### src/rtl/data_types_pkg.sv
// Shared types for the UART transmit path.
//   config_t     : software configuration word handed to uart_tx
//   arb_state_t  : uart_tx_arbiter FSM state
//   UART_FRAME_W : width of one frame payload (8 data bits + optional 9th)
package data_types_pkg;

    localparam int UART_FRAME_W = 9;

    typedef struct packed {
        logic [15:0] br_div;   // baud-rate divider
        logic        word;     // 0: 8-bit frame, 1: 9-bit frame
        logic        stop;     // 0: one stop bit, 1: two stop bits
        logic        en;       // transmitter enabled
    } config_t;

    typedef enum logic [1:0] {
        ARB_IDLE  = 2'd0,
        ARB_START = 2'd1,
        ARB_RUN   = 2'd2
    } arb_state_t;

endpackage

### src/rtl/uart_tx_arbiter_rr_pick.sv
// rr_pick: combinational round-robin priority selector.
// Scans req_valid upward starting at rr_ptr (inclusive), wrapping modulo
// N_REQ, and returns the first set requester.
//   req_valid [N_REQ]         in  : requests
//   rr_ptr    [$clog2(N_REQ)] in  : highest-priority index this cycle
//   gnt       [N_REQ]         out : one-hot winner (all-zero if no request)
//   gnt_idx   [$clog2(N_REQ)] out : index of the winner (0 if none)
//   gnt_vld                   out : at least one request present
module rr_pick #(
    parameter int N_REQ = 4
) (
    input  logic [N_REQ-1:0]         req_valid,
    input  logic [$clog2(N_REQ)-1:0] rr_ptr,
    output logic [N_REQ-1:0]         gnt,
    output logic [$clog2(N_REQ)-1:0] gnt_idx,
    output logic                     gnt_vld
);
    localparam int IW = $clog2(N_REQ);

    int            slot;
    logic [IW-1:0] slot_idx;
    logic          found;

    always_comb begin
        gnt      = '0;
        gnt_idx  = '0;
        found    = 1'b0;
        slot     = 0;
        slot_idx = '0;
        for (int i = 0; i < N_REQ; i++) begin
            // Wrap by subtraction so non-power-of-two N_REQ works too.
            slot = int'(rr_ptr) + i;
            if (slot >= N_REQ) slot = slot - N_REQ;
            slot_idx = IW'(slot);
            if (!found && req_valid[slot_idx]) begin
                found         = 1'b1;
                gnt[slot_idx] = 1'b1;
                gnt_idx       = slot_idx;
            end
        end
    end

    assign gnt_vld = |req_valid;

endmodule

### src/rtl/uart_tx_arbiter.sv
// uart_tx_arbiter: round-robin scheduler sharing one uart_tx among N_REQ
// frame producers. One frame is in flight at a time; the next grant waits
// for the transmitter to report idle again.
//
// Build option: UART_TX_ARB_CFG_SHADOW_EN
//   defined   : tx_cfg is a register reloaded only while IDLE and tx_idle=1,
//               so configuration can never change under a running frame.
//   undefined : tx_cfg follows cfg_in directly.
//
// Ports:
//   clk, rst        in  : clock, synchronous active-high reset
//   req_valid/data  in  : per-requester offer and 9-bit payload
//   req_ready       out : one-hot accept, only ever set in IDLE
//   cfg_in          in  : software configuration
//   tx_cfg          out : configuration presented to uart_tx
//   tx_data         out : frame to uart_tx (held after the frame ends)
//   tx_enable       out : start request to uart_tx
//   tx_idle         in  : uart_tx idle flag
//   busy            out : FSM not in IDLE
//   grant_id        out : last granted requester
//   err_timeout     out : one-cycle pulse when tx_idle never fell after a start
module uart_tx_arbiter
    import data_types_pkg::*;
#(
    parameter int N_REQ         = 4,
    parameter int START_TIMEOUT = 64
) (
    input  logic                                   clk,
    input  logic                                   rst,
    input  logic [N_REQ-1:0]                       req_valid,
    input  logic [N_REQ-1:0][UART_FRAME_W-1:0]     req_data,
    output logic [N_REQ-1:0]                       req_ready,
    input  config_t                                cfg_in,
    output config_t                                tx_cfg,
    output logic [UART_FRAME_W-1:0]                tx_data,
    output logic                                   tx_enable,
    input  logic                                   tx_idle,
    output logic                                   busy,
    output logic [$clog2(N_REQ)-1:0]               grant_id,
    output logic                                   err_timeout
);
    localparam int IW = $clog2(N_REQ);
    localparam int TW = $clog2(START_TIMEOUT) + 1;

    arb_state_t              state, state_n;
    logic [IW-1:0]           rr_ptr, rr_ptr_n;
    logic [IW-1:0]           grant_id_n;
    logic [TW-1:0]           timer, timer_n;
    logic [UART_FRAME_W-1:0] tx_data_n;
    logic                    tx_enable_n;
    logic                    err_n;
    logic                    eff_en;

    logic [N_REQ-1:0]        pick_gnt;
    logic [IW-1:0]           pick_idx;
    logic                    pick_vld;

    // Next pointer after the requester just served (granted or timed out).
    function automatic logic [IW-1:0] wrap_inc(input logic [IW-1:0] id);
        if (id == IW'(N_REQ - 1)) return '0;
        return id + 1'b1;
    endfunction

`ifdef UART_TX_ARB_CFG_SHADOW_EN
    config_t cfg_q;

    // Reload only between frames; reset leaves en=0, so the first grant
    // waits one cycle for the first load.
    always_ff @(posedge clk) begin
        if (rst)
            cfg_q <= '0;
        else if (state == ARB_IDLE && tx_idle)
            cfg_q <= cfg_in;
    end

    assign tx_cfg = cfg_q;
    assign eff_en = cfg_q.en;
`else
    assign tx_cfg = cfg_in;
    assign eff_en = cfg_in.en;
`endif

    rr_pick #(.N_REQ(N_REQ)) u_pick (
        .req_valid (req_valid),
        .rr_ptr    (rr_ptr),
        .gnt       (pick_gnt),
        .gnt_idx   (pick_idx),
        .gnt_vld   (pick_vld)
    );

    always_comb begin
        state_n     = state;
        rr_ptr_n    = rr_ptr;
        grant_id_n  = grant_id;
        timer_n     = timer;
        tx_data_n   = tx_data;
        tx_enable_n = tx_enable;
        err_n       = 1'b0;
        req_ready   = '0;

        unique case (state)
            ARB_IDLE: begin
                // tx_idle is part of the grant so a start can never land on
                // a transmitter that is still shifting a previous frame.
                if (tx_idle && eff_en && pick_vld) begin
                    req_ready   = pick_gnt;
                    tx_data_n   = req_data[pick_idx];
                    grant_id_n  = pick_idx;
                    tx_enable_n = 1'b1;
                    timer_n     = '0;
                    state_n     = ARB_START;
                end
            end
            ARB_START: begin
                if (!tx_idle) begin
                    tx_enable_n = 1'b0;
                    state_n     = ARB_RUN;
                end else if (timer == TW'(START_TIMEOUT - 1)) begin
                    // Transmitter never picked up the frame: drop it and
                    // move on so one stuck start cannot starve the others.
                    err_n       = 1'b1;
                    tx_enable_n = 1'b0;
                    rr_ptr_n    = wrap_inc(grant_id);
                    state_n     = ARB_IDLE;
                end else begin
                    timer_n = timer + 1'b1;
                end
            end
            ARB_RUN: begin
                if (tx_idle) begin
                    rr_ptr_n = wrap_inc(grant_id);
                    state_n  = ARB_IDLE;
                end
            end
            default: begin
                tx_enable_n = 1'b0;
                state_n     = ARB_IDLE;
            end
        endcase
    end

    always_ff @(posedge clk) begin
        if (rst) begin
            state       <= ARB_IDLE;
            rr_ptr      <= '0;
            grant_id    <= '0;
            timer       <= '0;
            tx_data     <= '0;
            tx_enable   <= 1'b0;
            err_timeout <= 1'b0;
        end else begin
            state       <= state_n;
            rr_ptr      <= rr_ptr_n;
            grant_id    <= grant_id_n;
            timer       <= timer_n;
            tx_data     <= tx_data_n;
            tx_enable   <= tx_enable_n;
            err_timeout <= err_n;
        end
    end

    assign busy = (state != ARB_IDLE);

endmodule

### config.mk
export PLATFORM = sky130hd
export DESIGN_NAME = uart_tx_arbiter
export DESIGN_NICKNAME = d
export VERILOG_FILES = /design/src/rtl/data_types_pkg.sv /design/src/rtl/uart_tx_arbiter_rr_pick.sv /design/src/rtl/uart_tx_arbiter.sv
export SDC_FILE = /design/constraint.sdc
export NUM_CORES = 1
export LEC_CHECK = 0
export CORE_MARGIN = 2
export CORE_UTILIZATION = 45
export CTS_BUF_LIST = sky130_fd_sc_hd__clkbuf_4 sky130_fd_sc_hd__clkbuf_8 sky130_fd_sc_hd__clkbuf_16
export DETAILED_ROUTE_END_ITERATION = 10
export DONT_BUFFER_PORTS = 1
export PLACE_DENSITY = 0.59
export SYNTH_ARGS = -nofsm -noshare
export SYNTH_HDL_FRONTEND = slang
export SYNTH_SLANG_ARGS = --single-unit
### constraint.sdc
create_clock -name clk -period 4.9 [get_ports clk]
set_input_delay 1.47 -clock clk [delete_from_list [all_inputs] [get_ports clk]]
set_output_delay 1.47 -clock clk [all_outputs]
set_load 0.1 [all_outputs]
* Word level (Yosys, flattened, before mapping)
Index checks and enable logic that the tools add are counted.
** Storage, ports and cells
- Register bits :: 24
- Input port bits :: 62
- Output and inout port bits :: 37
- Logic and storage cells :: 130
** Operators by class
- Add/subtract/negate cells :: 9
- Magnitude comparators :: 13
- Eq/ne operators :: 10
- Mux-type cells :: 62
- Bitwise gates (word level) :: 6
- Reduce and logical (&&, ||, !) cells :: 23
** Operators with widths (count)
- 2-bit 2-to-1 mux :: 18
- 4-bit 2-to-1 mux :: 6
- 1-bit 2-to-1 mux :: 21
- 7-bit 2-to-1 mux :: 3
- 9-bit binary-select mux with 2-bit select :: 1
- 2-bit by 3-bit less-than comparator with 1-bit output (second input constant) :: 5
- 7-bit case mux with 2 select lines :: 1
- 4-bit OR :: 3
- 2-bit != test (second input constant) :: 5
- 3-bit greater-or-equal comparator (second input constant) :: 3
- 1-bit logical AND :: 9
- 9-bit 2-to-1 mux :: 1
- 1-bit binary-select mux with 2-bit select :: 4
- 1-bit demux with 2-bit select :: 4
- 2-bit by 1-bit greater-or-equal comparator with 1-bit output (second input constant) :: 4
- 4-bit AND reduction :: 2
- 2-bit by 1-bit subtractor with 2-bit output (second input constant) :: 4
- 7-bit by 1-bit adder with 7-bit output (second input constant) :: 1
- 7-bit by 6-bit equality test with 1-bit output (second input constant) :: 1
- 2-bit by 2-bit adder with 3-bit output (second input constant) :: 2
- 2-bit case mux with 3 select lines :: 1
- 3-bit AND reduction :: 2
- 2-bit nonzero test :: 3
- 2-bit equality test (second input constant) :: 2
- other kinds (13) :: 17

* Depth between registers and ports, before layout
- Word-level depth :: 16
- Gate-level depth with buffers :: 11
- Depth with buffers taken out :: 8

* By module
A second synthesis with hierarchy kept.
** Second synthesis, totals
- Cell total of the unflattened synthesis :: 207
- Area total of the unflattened synthesis :: 1836.8 um^2
** Modules (own cells, without submodules)
- uart_tx_arbiter :: instances 1, cells an instance 158, area an instance 1425.1 um^2, seq. area each 480.5 um^2
- rr_pick :: instances 1, cells an instance 49, area an instance 411.6 um^2, seq. area each 0.0 um^2

* Worst setup path after synthesis
OpenSTA, ideal clock, no wires.
- Path type :: in2out
- Start point :: input req_valid[1]
- End point :: output req_ready[0]
- Data arrival time :: 4.129 ns
- Data required time :: 3.430 ns
- Path slack :: -0.699 ns
- Stages on the path :: 9
- Path buffers :: 3
- Cell sequence :: buf_2 -> mux2_2 -> mux2i_1 -> buf_2 -> buf_4 -> nand2_1 -> nor3_1 -> a21oi_1 -> nor2_1
** Between the ends
- Word-level cells in the longest chain between the ends :: 14
- Elaborated cells on any way between the ends :: 28
- Classes of those cells :: mux: 17; bitwise: 3; reduce/logical: 8
** Ends and longest elaborated chain
- start: declaration :: RTL line uart_tx_arbiter.sv:30 : input logic [N_REQ-1:0] req_valid,
- 1-bit binary-select mux with 2-bit select :: RTL line uart_tx_arbiter_rr_pick.sv:35 : if (!found && req_valid[slot_idx]) begin
- 1-bit 2-to-1 mux (not written as such) :: RTL line uart_tx_arbiter_rr_pick.sv:35
- 1-bit 2-to-1 mux :: RTL line uart_tx_arbiter_rr_pick.sv:35
- 1-bit logical NOT :: RTL line uart_tx_arbiter_rr_pick.sv:35
- 1-bit logical AND :: RTL line uart_tx_arbiter_rr_pick.sv:35
- 1-bit 2-to-1 mux :: RTL line uart_tx_arbiter_rr_pick.sv:35
- 1-bit logical NOT :: RTL line uart_tx_arbiter_rr_pick.sv:35
- 1-bit logical AND :: RTL line uart_tx_arbiter_rr_pick.sv:35
- 1-bit 2-to-1 mux :: RTL line uart_tx_arbiter_rr_pick.sv:35
- 1-bit logical NOT :: RTL line uart_tx_arbiter_rr_pick.sv:35
- 1-bit logical AND :: RTL line uart_tx_arbiter_rr_pick.sv:35
- 4-bit 2-to-1 mux :: RTL line uart_tx_arbiter_rr_pick.sv:35
- 4-bit 2-to-1 mux * :: RTL line uart_tx_arbiter.sv:105 : if (tx_idle && eff_en && pick_vld) begin
- 4-bit 2-to-1 mux * :: RTL line uart_tx_arbiter.sv:101 : unique case (state)
- end: declaration :: RTL line uart_tx_arbiter.sv:32 : output logic [N_REQ-1:0] req_ready,
Every way passes the cells marked *; elsewhere a longest branch is shown, timed or not. The select of a mux whose other input is x is not followed.

* Worst setup path after layout
- Start point :: register rr_ptr[1]
- End point :: output req_ready[1]
** Between the ends
- Word-level cells in the longest chain between the ends :: 16
- Elaborated cells on any way between the ends :: 61
- Classes of those cells :: add/sub: 7; order compare: 12; mux: 29; bitwise: 3; reduce/logical: 10
** Ends and longest elaborated chain
- start: declaration :: RTL line uart_tx_arbiter.sv:46 : logic [IW-1:0] rr_ptr, rr_ptr_n;
- start signal: assignment :: RTL line uart_tx_arbiter.sv:153 : rr_ptr <= rr_ptr_n;
- branches (longest 13 deep; another with 2-bit by 1-bit adder with 3-bit output)
- 4-bit 2-to-1 mux * :: RTL line uart_tx_arbiter_rr_pick.sv:35
- 4-bit 2-to-1 mux * :: RTL line uart_tx_arbiter.sv:105
- 4-bit 2-to-1 mux * :: RTL line uart_tx_arbiter.sv:101
Every way passes the cells marked *. The select of a mux whose other input is x is not followed.

==> results.py <==
metrics = {
    "run_status": {
        "status": "finished clean",
    },
    "timing": {
        "fin_ws_ns": 0.384,
        "rsz0062_at_grt": "no",
        "slew_headroom_pct": 29.3,
        "post-route-min-period_ns": 4.52,
        "fmax_mhz": 221,
        "period_share_pct": 92.2,
        "setup_tns_ns": 0,
        "setup_violations": 0,
        "hold_viol_final": 0,
        "fin_skew_ns": 0.00264,
        "slew_violations": 0,
        "worstMarginPinSlew_ns": 1.06,
    },
    "route": {
        "wire_per_inst_um": 18.3,
        "drt_wl_total_um": 5700,
        "drc": 0,
        "ant_nets": 0,
        "dr.first_iter.drc_count": 164,
        "drt_pass1_iterations": 4,
        "vias": 2024,
        "via_per_inst": 6.51,
    },
    "die": {
        "die_h_um": 73.6,
        "start_util_pct": 46.5,
        "die_w_um": 73.6,
        "die-area_um2": 5420,
        "rows": 25,
        "core_um2": 4690,
        "pin_count": 99,
    },
    "cells_and_area": {
        "drive_gt1_share_pct": 10.9,
        "seq_area_um2": 482,
        "syn2layout_area_growth_pct": 1.44,
        "n_antenna_cell": 0,
        "fin_nets": 329,
        "multi_input_area_um2": 1490,
        "final.fill_count": 498,
        "utilization_pct": 47.1,
    },
    "clock_network": {
        "path_clk_slew_ns": 0.09,
        "cts_buffers": 3,
        "cts.htree.levels": 1,
        "clockRootBuffer": "clkbuf_8",
        "cts_tree": "yes",
        "clock_latency_ns": 0.27,
        "cts_sinks": 24,
        "post_cts_buffers": 0,
        "cts_max_path_buffers": 2,
        "cts-hold-fix-buffers": 0,
        "cts-resized-gates": 0,
    },
    "yosys": {
        "synth.distinct_cells": 46,
        "yosysWarnings": 0,
        "synthAdderAreaFrac_pct": 5.17,
        "ys_seq_elements": 24,
        "synthTopCellsByArea": "dfxtp_1, a21oi_1, buf_4",
        "avgSynthCellArea_um2": 7.73,
        "seq_area_frac_synth_pct": 22.0,
        "yosysTopAreaCell": "dfxtp_1",
        "syn_area_um2": 2180,
        "netlist_instances": 282,
        "synth_xor_xnor_area_share_pct": 2.01,
        "synth_fp_nets": 353,
        "synth_top_family_by_area": "simple AND/OR/NAND/NOR gates",
        "synth_compound_area_share_pct": 26.6,
        "netlist.area_leader.share_pct": 22.0,
        "muxShareOfSynthArea_pct": 5.68,
        "synth-simple-area-share_pct": 27.1,
    },
    "critical_path": {
        "slowest_delay_ns": 0.62,
        "cp_data_required_time_ns": 3.43,
        "cp_slowest_cell": "mux4_2",
        "critPathArrivalTime_ns": 3.05,
        "start_kind": "flip-flop",
        "crit_fanout": 9,
        "critical_path_class": "reg2out",
        "worstPathCellList": "inv_1 -> ha_1 -> mux4_2 -> nor3_1 -> a21oi_1 -> nor2_4 -> buf_12",
        "end_kind": "primary output",
    },
    "worst_hold_path": {
        "hold_path_class": "reg2reg",
    },
    "pwr": {
        "power.total_uw": 520,
        "leakagePower_uw": 0.000763,
        "peakVddDrop_uv": 145,
        "powerDensity_nw_per_um2": 235,
    },
    "global_route": {
        "grt_pass1_wl_um": 8940,
        "grt_max_degree": 51,
        "grt_pass1_vias": 1845,
        "overflow": 0,
        "antenna_found_initial": 0,
        "grt_usage_pct": 20.9,
    },
    "placed_design": {
        "numPortBuffers": 0,
        "post-dp-hpwl_um": 4040,
        "pre_cts_ws_ns": 0.506,
        "gp_congestion": 0.805,
    },
    "run": {
        "max_cap_viol_count": 0,
    },
}
[per-layer routing]
| metal | routed length, um | GRT usage [%] | vias to the layer above | share of wire, % |
|---|---|---|---|---|
| li1 | - | - | 989 | - |
| met1 | 2520 | 28.3 | 954 | 44 |
| met2 | 2640 | 32.7 | 73 | 46 |
| met3 | 483 | 5.49 | 8 | 8.5 |
| met4 | 63 | 6.06 | 0 | 1.1 |
| met5 | 0 | 0 | - | 0 |
[through the flow]
stage | hold slack, ns | instance area (um^2) | cells
after floorplan | 0.458 | 2210 | 282
after global placement | 0.472 | 2160 | 307
after detailed placement | 0.470 | 2160 | 307
after CTS | 0.485 | 2210 | 311
after global routing | 0.516 | 2210 | 311
final | 0.486 | 2210 | 311
[layout by cell type, fill, tap and decap left out, types with 2 or more instances in the layout]
cell type and count:
a221o_1 9, mux4_2 3, nor3_1 2, nand4_1 10, a32o_1 2, xnor2_1 2
mux2i_1 2, xor2_1 3, a22oi_1 13, buf_4 4, dfxtp_1 23, nor2_1 13
or3_1 4, clkbuf_8 4, a211oi_1 2, nand2_1 28, a22o_1 7, buf_12 4
nand2b_1 5, nand3_1 30, inv_1 3, nor2_4 4, ha_1 9, and3_1 2
o21ai_0 2, o211ai_1 9, nor2b_1 5, a21oi_1 34
[cells by family after synthesis]
kind of cell / after synthesis
mux: 8
compound gates: 83
fa+ha+maj: 9
flops: 24
simple gates: 113
buf+inv: 40
xor+xnor: 5
[power breakdown]
group	internal, uW	switching [uW]
Clock	71.8	67.2
Combinational	45.7	75.1
Sequential	203	57.1
[sequential cells by signal, summed over array words and instances (netlist names)]
signal and count:
tx_enable 1, tx_data 9, err_timeout 1, grant_id 2, state 2, rr_ptr 2, timer 7
[layout make-up]
class / instances / area share (%)
Sequential cell: 24 / 21.8
Inverter: 3 / 0.509
Multi-Input combinational cell: 218 / 67.2
Tap cell: 54 / 3.06
Clock buffer: 4 / 2.49
Timing Repair Buffer: 8 / 4.98
[worst max-delay path, delay by kind of cell, from the launching register on]
| family | cells | cell delay [ns] |
|---|---|---|
| AO/OA/AOI/OAI | 1 | 0.20 |
| multiplexers | 1 | 0.62 |
| flip-flops | 1 | 0.56 |
| buffers and inverters | 2 | 0.38 |
| adder cells (fa/ha/maj) | 1 | 0.47 |
| AND/OR/NAND/NOR | 2 | 0.55 |
[synthesized netlist by cell type, drive strengths merged]
master / number
a21oi: 35
buf: 30
nand3: 30
nand2: 28
dfxtp: 24
nor2: 17
a22oi: 13
nand4: 10
a221o: 9
ha: 9
o211ai: 9
a22o: 7
clkbuf: 7
nand2b: 5
nor2b: 5
or3: 4
inv: 3
mux2i: 3
mux4: 3
nor3: 3
xor2: 3
a211oi: 2
a32o: 2
and3: 2
mux2: 2
nor3b: 2
nor4b: 2
o21ai: 2
xnor2: 2
a21o: 1
and2: 1
and3b: 1
nand4b: 1
nor4: 1
o21a: 1
o311ai: 1
o32ai: 1
or2: 1
[worst paths after layout]
path	from	end	slack (ns)	cells past startpoint
worst min-delay path	timer[1]	timer[1]	0.49	2
worst min register to register	timer[1]	timer[1]	0.49	2
worst max-delay path	rr_ptr[1]	req_ready[1]	0.38	7
worst max register to register	rr_ptr[1]	tx_data[0]	1.42	8
Note: power is estimated with default switching activity, not from simulation.
